==> src/rtl/square_iter.sv <==
// Iterative unsigned squarer: WIDTH-bit operand -> 2*WIDTH-bit square, one shift-add per clock.
// Latency: WIDTH cycles from accepted start to dataready_out; WIDTH+1 cycles per result back-to-back.
// Backpressure: one-entry pending buffer absorbs a start while busy; a further start is dropped and flagged.
module square_iter #(
    parameter int WIDTH = 16
) (
    input  logic                 clk,
    input  logic                 rst,
    input  logic [WIDTH-1:0]     num_in,
    input  logic                 start,
    output logic                 busy,
    output logic [2*WIDTH-1:0]   num_out,
    output logic                 dataready_out,
    output logic                 drop_out
);

    localparam int CW = (WIDTH > 1) ? $clog2(WIDTH) : 1;
    localparam logic [CW-1:0] LAST_CNT = CW'(WIDTH - 1);

    typedef enum logic [1:0] {
        S_IDLE = 2'd0,
        S_CALC = 2'd1,
        S_DONE = 2'd2
    } state_t;

    state_t               r_state;
    state_t               w_state_nxt;

    logic [WIDTH-1:0]     r_a;
    logic [2*WIDTH-1:0]   r_acc;
    logic [CW-1:0]        r_cnt;
    logic [WIDTH-1:0]     r_p;
    logic                 r_pv;

    logic                 w_load_num;
    logic                 w_load_pend;
    logic                 w_step;
    logic                 w_last;
    logic                 w_pend_wr;
    logic                 w_drop;

    logic [2*WIDTH-1:0]   w_a_ext;
    logic [2*WIDTH-1:0]   w_addend;
    logic [2*WIDTH-1:0]   w_acc_sum;

    // Partial product for the current bit: A shifted by CNT when A[CNT] is set.
    always_comb begin
        w_a_ext   = {{WIDTH{1'b0}}, r_a};
        w_addend  = r_a[r_cnt] ? (w_a_ext << r_cnt) : '0;
        w_acc_sum = r_acc + w_addend;
    end

    // State register.
    always_ff @(posedge clk or posedge rst) begin
        if (rst) begin
            r_state <= S_IDLE;
        end else begin
            r_state <= w_state_nxt;
        end
    end

    // Next-state and datapath control; the pending entry always wins over a fresh start in DONE.
    always_comb begin
        w_state_nxt = r_state;
        w_load_num  = 1'b0;
        w_load_pend = 1'b0;
        w_step      = 1'b0;
        w_last      = 1'b0;
        w_pend_wr   = 1'b0;
        w_drop      = 1'b0;
        case (r_state)
            S_IDLE: begin
                if (start) begin
                    w_load_num  = 1'b1;
                    w_state_nxt = S_CALC;
                end
            end
            S_CALC: begin
                w_step = 1'b1;
                if (r_cnt == LAST_CNT) begin
                    w_last      = 1'b1;
                    w_state_nxt = S_DONE;
                end
                if (start) begin
                    if (r_pv) begin
                        w_drop = 1'b1;
                    end else begin
                        w_pend_wr = 1'b1;
                    end
                end
            end
            S_DONE: begin
                if (r_pv) begin
                    w_load_pend = 1'b1;
                    w_pend_wr   = start;
                    w_state_nxt = S_CALC;
                end else if (start) begin
                    w_load_num  = 1'b1;
                    w_state_nxt = S_CALC;
                end else begin
                    w_state_nxt = S_IDLE;
                end
            end
            default: begin
                w_state_nxt = S_IDLE;
            end
        endcase
    end

    // Operand, accumulator and bit counter.
    always_ff @(posedge clk or posedge rst) begin
        if (rst) begin
            r_a   <= '0;
            r_acc <= '0;
            r_cnt <= '0;
        end else if (w_load_num) begin
            r_a   <= num_in;
            r_acc <= '0;
            r_cnt <= '0;
        end else if (w_load_pend) begin
            r_a   <= r_p;
            r_acc <= '0;
            r_cnt <= '0;
        end else if (w_step) begin
            r_acc <= w_acc_sum;
            r_cnt <= w_last ? '0 : r_cnt + 1'b1;
        end
    end

    // Pending buffer: a write in the same cycle as the drain keeps PV set.
    always_ff @(posedge clk or posedge rst) begin
        if (rst) begin
            r_p  <= '0;
            r_pv <= 1'b0;
        end else if (w_pend_wr) begin
            r_p  <= num_in;
            r_pv <= 1'b1;
        end else if (w_load_pend) begin
            r_pv <= 1'b0;
        end
    end

    // Registered result and one-cycle status pulses.
    always_ff @(posedge clk or posedge rst) begin
        if (rst) begin
            num_out       <= '0;
            dataready_out <= 1'b0;
            drop_out      <= 1'b0;
        end else begin
            dataready_out <= w_last;
            drop_out      <= w_drop;
            if (w_last) begin
                num_out <= w_acc_sum;
            end
        end
    end

    assign busy = (r_state != S_IDLE) || r_pv;

endmodule

==> config.mk <==
export PLATFORM = sky130hd
export DESIGN_NAME = square_iter
export DESIGN_NICKNAME = d
export VERILOG_FILES = /design/src/rtl/square_iter.sv
export SDC_FILE = /design/constraint.sdc
export NUM_CORES = 1
export LEC_CHECK = 0
export CAP_MARGIN = 5
export CORE_MARGIN = 5
export CORE_UTILIZATION = 39
export DETAILED_ROUTE_END_ITERATION = 12
export GPL_ROUTABILITY_DRIVEN = 0
export PLACE_DENSITY_LB_ADDON = 0.08
export RECOVER_POWER = 100
export REMOVE_ABC_BUFFERS = 1
export SLEW_MARGIN = 20
export SYNTH_ARGS = -nofsm -noshare
export SYNTH_HDL_FRONTEND = slang
export SYNTH_SLANG_ARGS = --single-unit
==> constraint.sdc <==
create_clock -name clk -period 8.9 [get_ports clk]
set_input_delay 2.67 -clock clk [delete_from_list [all_inputs] [get_ports clk]]
set_output_delay 2.67 -clock clk [all_outputs]
set_load 0.02 [all_outputs]
== Yosys cells after proc, flatten, opt, wreduce, memory -nomap -nowiden ==
Index checks and enable logic that the tools add are counted.
Storage, ports and cells
  word-level logic and storage cells: 58
  bits of input ports: 19
  output and inout bits: 35
  bits in registers: 105
Cells by class
  $add $sub $neg: 2
  shifts and indexed selects: 1
  mux-type cells: 33
  magnitude comparators: 1
  equal/unequal tests: 5
  reductions and logical operators: 7
Operator list (count)
  $mux 32: 4
  $add 32x32->32: 1
  $mux 16: 2
  $shl 16x4->32: 1
  $mux 1: 17
  $mux 4: 4
  $pmux 2 s3: 1
  $reduce_bool 2->1: 3
  $lt 4x5->1 const B: 1
  $add 4x1->4 const B: 1
  $bmux 1 s4: 1
  $eq 4x4->1 const B: 1
  $mux 2: 2
  $ne 2x2->1 const B: 2
  $pmux 1 s2: 2
  $reduce_bool 3->1: 1
  $eq 2x1->1 const B: 1
  $eq 2x2->1 const B: 1
  $logic_not 2->1: 1
  $reduce_and 2->1: 1
  $logic_or 1x1->1: 1

== Logic depth before layout (Yosys ltp) ==
  word-level depth: 7
  mapped depth: 18

== Least setup slack after synthesis ==
No wires, ideal clock.
  kind: reg-to-reg
  from: register r_cnt[0]
  to: register r_acc[28]
  path buffers: 4
  data arrival time: 3.885 ns
  stages on the path, launching flop included: 19
  path slack: 4.946 ns
  setup time: 0.069 ns
  cells stage by stage: dfrtp_1 > buf_2 > mux4_2 > mux2_2 > nand2_1 > and2_1 > buf_2 > buf_2 > nor2_1 > ha_1 > buf_2 > a21oi_2 > o21ai_1 > nor4_1 > nand3_2 > a41oi_4 > o31ai_2 > or3_1 > nand3_1
On the way
  longest elaborated chain between the ends: 7
  elaborated cells on any way between the ends: 8
  classes of those cells: add/sub (1); shift (1); mux (6)
RTL lines
  start: declaration: line 31  | logic [CW-1:0] r_cnt;
  start signal: assignment: line 126  | r_cnt <= w_last ? '0 : r_cnt + 1'b1;
  $bmux 1 s4: line 49  | w_addend = r_a[r_cnt] ? (w_a_ext << r_cnt) : '0;
  $mux 1 (implied by the code): line 49
  $mux 32 (*): line 49
  $add 32x32->32 (*): line 50  | w_acc_sum = r_acc + w_addend;
  $mux 32 (*): line 124  | end else if (w_step) begin
  $mux 32 (*): line 120  | end else if (w_load_pend) begin
  $mux 32 (*): line 116  | end else if (w_load_num) begin
  end signal: assignment: line 125  | r_acc <= w_acc_sum;
  end: declaration: line 30  | logic [2*WIDTH-1:0] r_acc;
Every way passes the cells marked *; elsewhere a longest branch is shown, timed or not. The select of a mux whose other input is x is not followed.
A chain may end at the register's enable or synchronous reset.

== Worst setup path after layout ==
  from: input port start
  to: register r_acc[30]
On the way
  longest elaborated chain between the ends: 4
  elaborated cells on any way between the ends: 5
  classes of those cells: mux (4); reduce/logical (1)
RTL lines
  start: declaration: line 10  | input logic start,
  $mux 1 (*): line 73, 97
  $mux 1: line 93  | if (r_pv) begin
  $pmux 1 s2 (*): line 71  | case (r_state)
  $reduce_bool 3->1 (no line) or $mux 32 (tied branches)
Every way passes the cells marked *; elsewhere a longest branch is shown, timed or not.

==> results.sh <==
export IMPL_outcome="complete, but fails checks"
export IMPL_violations="max-capacitance violations, max-slew violations"
export IMPL_timing_hold_worst_start="num_out[19]$_DFFE_PP0P_"
export IMPL_setup_worst_path_class="in2reg"
export IMPL_final_common_cell="sky130_fd_sc_hd__dfrtp_1"
export IMPL_drtAntennaViolNets=0
export IMPL_ys_flop_type="sky130_fd_sc_hd__dfrtp_1"
export IMPL_critical_path_reg2reg_endpoint="r_acc[26]$_DFFE_PP0P_"
export IMPL_crit_required_ns=9.14
export IMPL_detail_route_iter0_violations=359
export IMPL_layout_core_utilization=0.442
export IMPL_final_period_utilization=0.694
export IMPL_drt_pass1_iter_count=5
export IMPL_cp_data_arrival_time_ns=6.42
export IMPL_skew_ns=0.0119
export IMPL_dieHeight_um=144
export IMPL_switching_share=0.473
export IMPL_end_kind="flop"
export IMPL_final_layout_size_suffix_gt1_frac=0.0886
export IMPL_dpl_cell_count=1014
export IMPL_cts_max_level=3
export IMPL_drt_wl_total_mm=17.4
export IMPL_synth_top_cell_area_share=0.376
export IMPL_globalRouteOverflowTotal=0
export IMPL_pwr_share_comb=0.609
export IMPL_placed_area_um2=7710
export IMPL_place_port_buffers=53
export IMPL_area_of_all_placed_cells_without_fillers_um2=7880
export IMPL_synth_warnings=0
export IMPL_grt_max_degree=59
export IMPL_period_needed_ns=6.18
export IMPL_p_sw_uw=1310
export IMPL_cts_repair_timing_setup_buffer_count=0
export IMPL_remaining_max_slew_budget_at_the_tightest_pin=-1.17
export IMPL_clkPwrFrac=0.137
export IMPL_routedWlPerCell_um=16.9
export IMPL_holdBufCountCts=0
export IMPL_highest_count_cells_in_the_layout_ignoring_fill_and_taps="sky130_fd_sc_hd__dfrtp_1 (105), sky130_fd_sc_hd__nand2_1 (90), sky130_fd_sc_hd__nor2_1 (83)"
export IMPL_nNetsFinal=852
export IMPL_floorplan_die_width_um=144
export IMPL_timing_hold_worst_class="reg2reg"
export IMPL_yosysSeqAreaShare=0.376
export IMPL_placeable_area_um2=17800
export IMPL_yosys_register_bits=105
export IMPL_synth_edff_count=0
export IMPL_mappedNetlistArea_um2=7000
export IMPL_syn_mean_instance_area_um2=9.13
export IMPL_overall_fraction_of_global_route_tracks_in_use=0.175
export IMPL_ys_types=70
export IMPL_min_delay_path_depth=2
export IMPL_route_detailed_drc=0
export IMPL_rows=49
export IMPL_fin_hold_ws_ns=0.474
export IMPL_report_final_hold_viol_count=0
export IMPL_clk_insertion_delay_late_ns=0.36
export IMPL_syn_instance_count=766
export IMPL_powerDensity_nw_per_um2=351
export IMPL_hold_endpoint="num_out[19]$_DFFE_PP0P_"
export IMPL_post_cts_resized=0
export IMPL_clk_pin_slew_ns=0.07
export IMPL_timing_max_cap_violations=5
export IMPL_floorplan_die_area_um2=20700
export IMPL_p_int_uw=1460
export IMPL_number_of_sinks_on_the_clock_net=105
export IMPL_ir_worst_vdd_mv=0.149
export IMPL_grt_pass1_wl_mm=28.8
export IMPL_p_leak_uw=0.00363
export IMPL_grt_pass1_vias=5567
export IMPL_fin_setup_tns_ns=0
export IMPL_maxClockFrequency_mhz=162
export IMPL_synth_area_leader_cell="sky130_fd_sc_hd__dfrtp_1"
export IMPL_synth_compound_area_share=0.185
export IMPL_timing_worst_slew_pin_value_ns=3.22
export IMPL_rsz0062_at_grt="no"
export IMPL_areaGrowthSynthToFinish_pct=12.7
export IMPL_cts_buffers=9
export IMPL_synthSimpleGateAreaFrac=0.175
export IMPL_boundaryPins=54
export IMPL_n_antenna_cell=0
export IMPL_vias_per_cell=5.43
export IMPL_synth_async_reset_ratio=1.00
export IMPL_hpwl_mm=12.6
export IMPL_combinational_family_with_the_most_area_after_synthesis="compound AO/OA/AOI/OAI gates"
export IMPL_starting_density_of_the_core=0.392
export IMPL_fin_cells=1030
export IMPL_setup_viol=0
export IMPL_worst_setup_path_start_kind="primary input"
export IMPL_number_of_buffers_on_the_longest_clock_path=2
export IMPL_worstPathMaxFanout=34
export IMPL_timing_reg2reg_worst_path_depth=15
export IMPL_ff2ff_setup_slack_ns=2.92
export IMPL_grt_antenna_before_repair=0
export IMPL_ctsRootBufferMaster="sky130_fd_sc_hd__clkbuf_16"
export IMPL_reg2reg_from="r_cnt[1]$_DFFE_PP0P_"
export IMPL_tritoncts_clock_tree="yes"
export IMPL_synthAdderAreaFrac=0.0672
export IMPL_seqPwrFrac=0.254
export IMPL_post_synth_xor_area_fraction=0.0351
export IMPL_ys_top_cells_by_area="sky130_fd_sc_hd__dfrtp_1 (38%), sky130_fd_sc_hd__ha_1 (6.4%), sky130_fd_sc_hd__mux2i_1 (5.6%), sky130_fd_sc_hd__mux2_2 (5.3%), sky130_fd_sc_hd__nand2_1 (4.8%)"
export IMPL_final_max_slew_violation_count=204
export IMPL_synth_mux_area_fraction=0.128
export IMPL_route_vias_total=5591
sequential cells by signal (all words and copies together) (netlist names):
| register | cells |
|---|---|
| dataready_out | 1 |
| drop_out | 1 |
| num_out | 32 |
| r_a | 16 |
| r_acc | 32 |
| r_cnt | 4 |
| r_p | 16 |
| r_pv | 1 |
| r_state | 2 |
worst max-delay path, stage by stage:
cell                            delay [ns]
sky130_fd_sc_hd__dlygate4sd3_1        0.61
sky130_fd_sc_hd__o21ai_0              1.17
sky130_fd_sc_hd__and2_0               0.31
sky130_fd_sc_hd__clkbuf_1             0.82
sky130_fd_sc_hd__nand2_1              0.49
sky130_fd_sc_hd__o22ai_1              0.34
how the worst max path moves through the flow:
stage,from,to,cells after the start
after floorplan,rst,dataready_out$_DFF_PP0_,1
after global routing,start,r_acc[25]$_DFFE_PP0P_,6
after detailed placement,r_cnt[1]$_DFFE_PP0P_,num_out[28]$_DFFE_PP0P_,15
after global placement,start,r_acc[25]$_DFFE_PP0P_,6
final,start,r_acc[30]$_DFFE_PP0P_,6
after CTS,r_cnt[1]$_DFFE_PP0P_,r_acc[31]$_DFFE_PP0P_,15
metal layers:
layer | vias up | global-route usage | routed length [um]
met5 | - | 0 | 0
met4 | 0 | 0.0580 | 344
met3 | 25 | 0.0240 | 514
met2 | 103 | 0.287 | 8230
met1 | 2664 | 0.238 | 8360
li1 | 2799 | - | -
logic make-up after synthesis:
family / count (synthesis)
simple gates: 265
buf+inv: 57
flops: 105
compound gates: 196
mux: 78
fa+ha+maj: 37
xor+xnor: 28
synth_stat cells (2+ instances only):
library cell and instances:
sky130_fd_sc_hd__a211oi_1 16, sky130_fd_sc_hd__a21o_1 13, sky130_fd_sc_hd__a21oi_1 59, sky130_fd_sc_hd__a22oi_1 3
sky130_fd_sc_hd__a31o_1 2, sky130_fd_sc_hd__a31oi_1 5, sky130_fd_sc_hd__and2_1 10, sky130_fd_sc_hd__and3_1 4
sky130_fd_sc_hd__buf_1 6, sky130_fd_sc_hd__buf_2 9, sky130_fd_sc_hd__clkbuf_1 27, sky130_fd_sc_hd__dfrtp_1 105
sky130_fd_sc_hd__ha_1 36, sky130_fd_sc_hd__inv_1 12, sky130_fd_sc_hd__mux2_2 33, sky130_fd_sc_hd__mux2i_1 39
sky130_fd_sc_hd__mux4_2 6, sky130_fd_sc_hd__nand2_1 90, sky130_fd_sc_hd__nand2b_1 4, sky130_fd_sc_hd__nand3_1 19
sky130_fd_sc_hd__nand3b_1 5, sky130_fd_sc_hd__nand4_1 7, sky130_fd_sc_hd__nor2_1 83, sky130_fd_sc_hd__nor2b_1 14
sky130_fd_sc_hd__nor3_1 9, sky130_fd_sc_hd__nor3b_1 3, sky130_fd_sc_hd__o21a_1 13, sky130_fd_sc_hd__o21ai_0 45
sky130_fd_sc_hd__o21ai_1 5, sky130_fd_sc_hd__o21bai_1 3, sky130_fd_sc_hd__o22ai_1 8, sky130_fd_sc_hd__o31ai_1 4
sky130_fd_sc_hd__or2_2 2, sky130_fd_sc_hd__or3_1 4, sky130_fd_sc_hd__or4_1 2, sky130_fd_sc_hd__xnor2_1 15
sky130_fd_sc_hd__xor2_1 13
final cells by class:
cell class	count	area, um2
Multi-Input combinational cell	604	4060
Sequential cell	105	2630
Clock inverter	6	45.0
Tap cell	229	287
Clock buffer	10	229
Fill cell	1758	9960
Inverter	13	50.0
Timing Repair Buffer	63	583
per-stage QoR:
stage / setup slack, ns / power, uW
floorplan: 3.47 / 1970
global placement: 4.03 / 2370
detailed placement: 4.04 / 2410
CTS: 4.03 / 2800
global route: 2.37 / 3010
finish: 2.72 / 2760
power groups by stage:
stage	logic, uW	registers, uW	clock network [uW]
final	1680	703	379
after global routing	1880	720	411
after CTS	1710	703	393
after detailed placement	1700	711	0
after global placement	1670	707	0
after floorplan	1250	714	0
(Power assumes the default switching activity.)
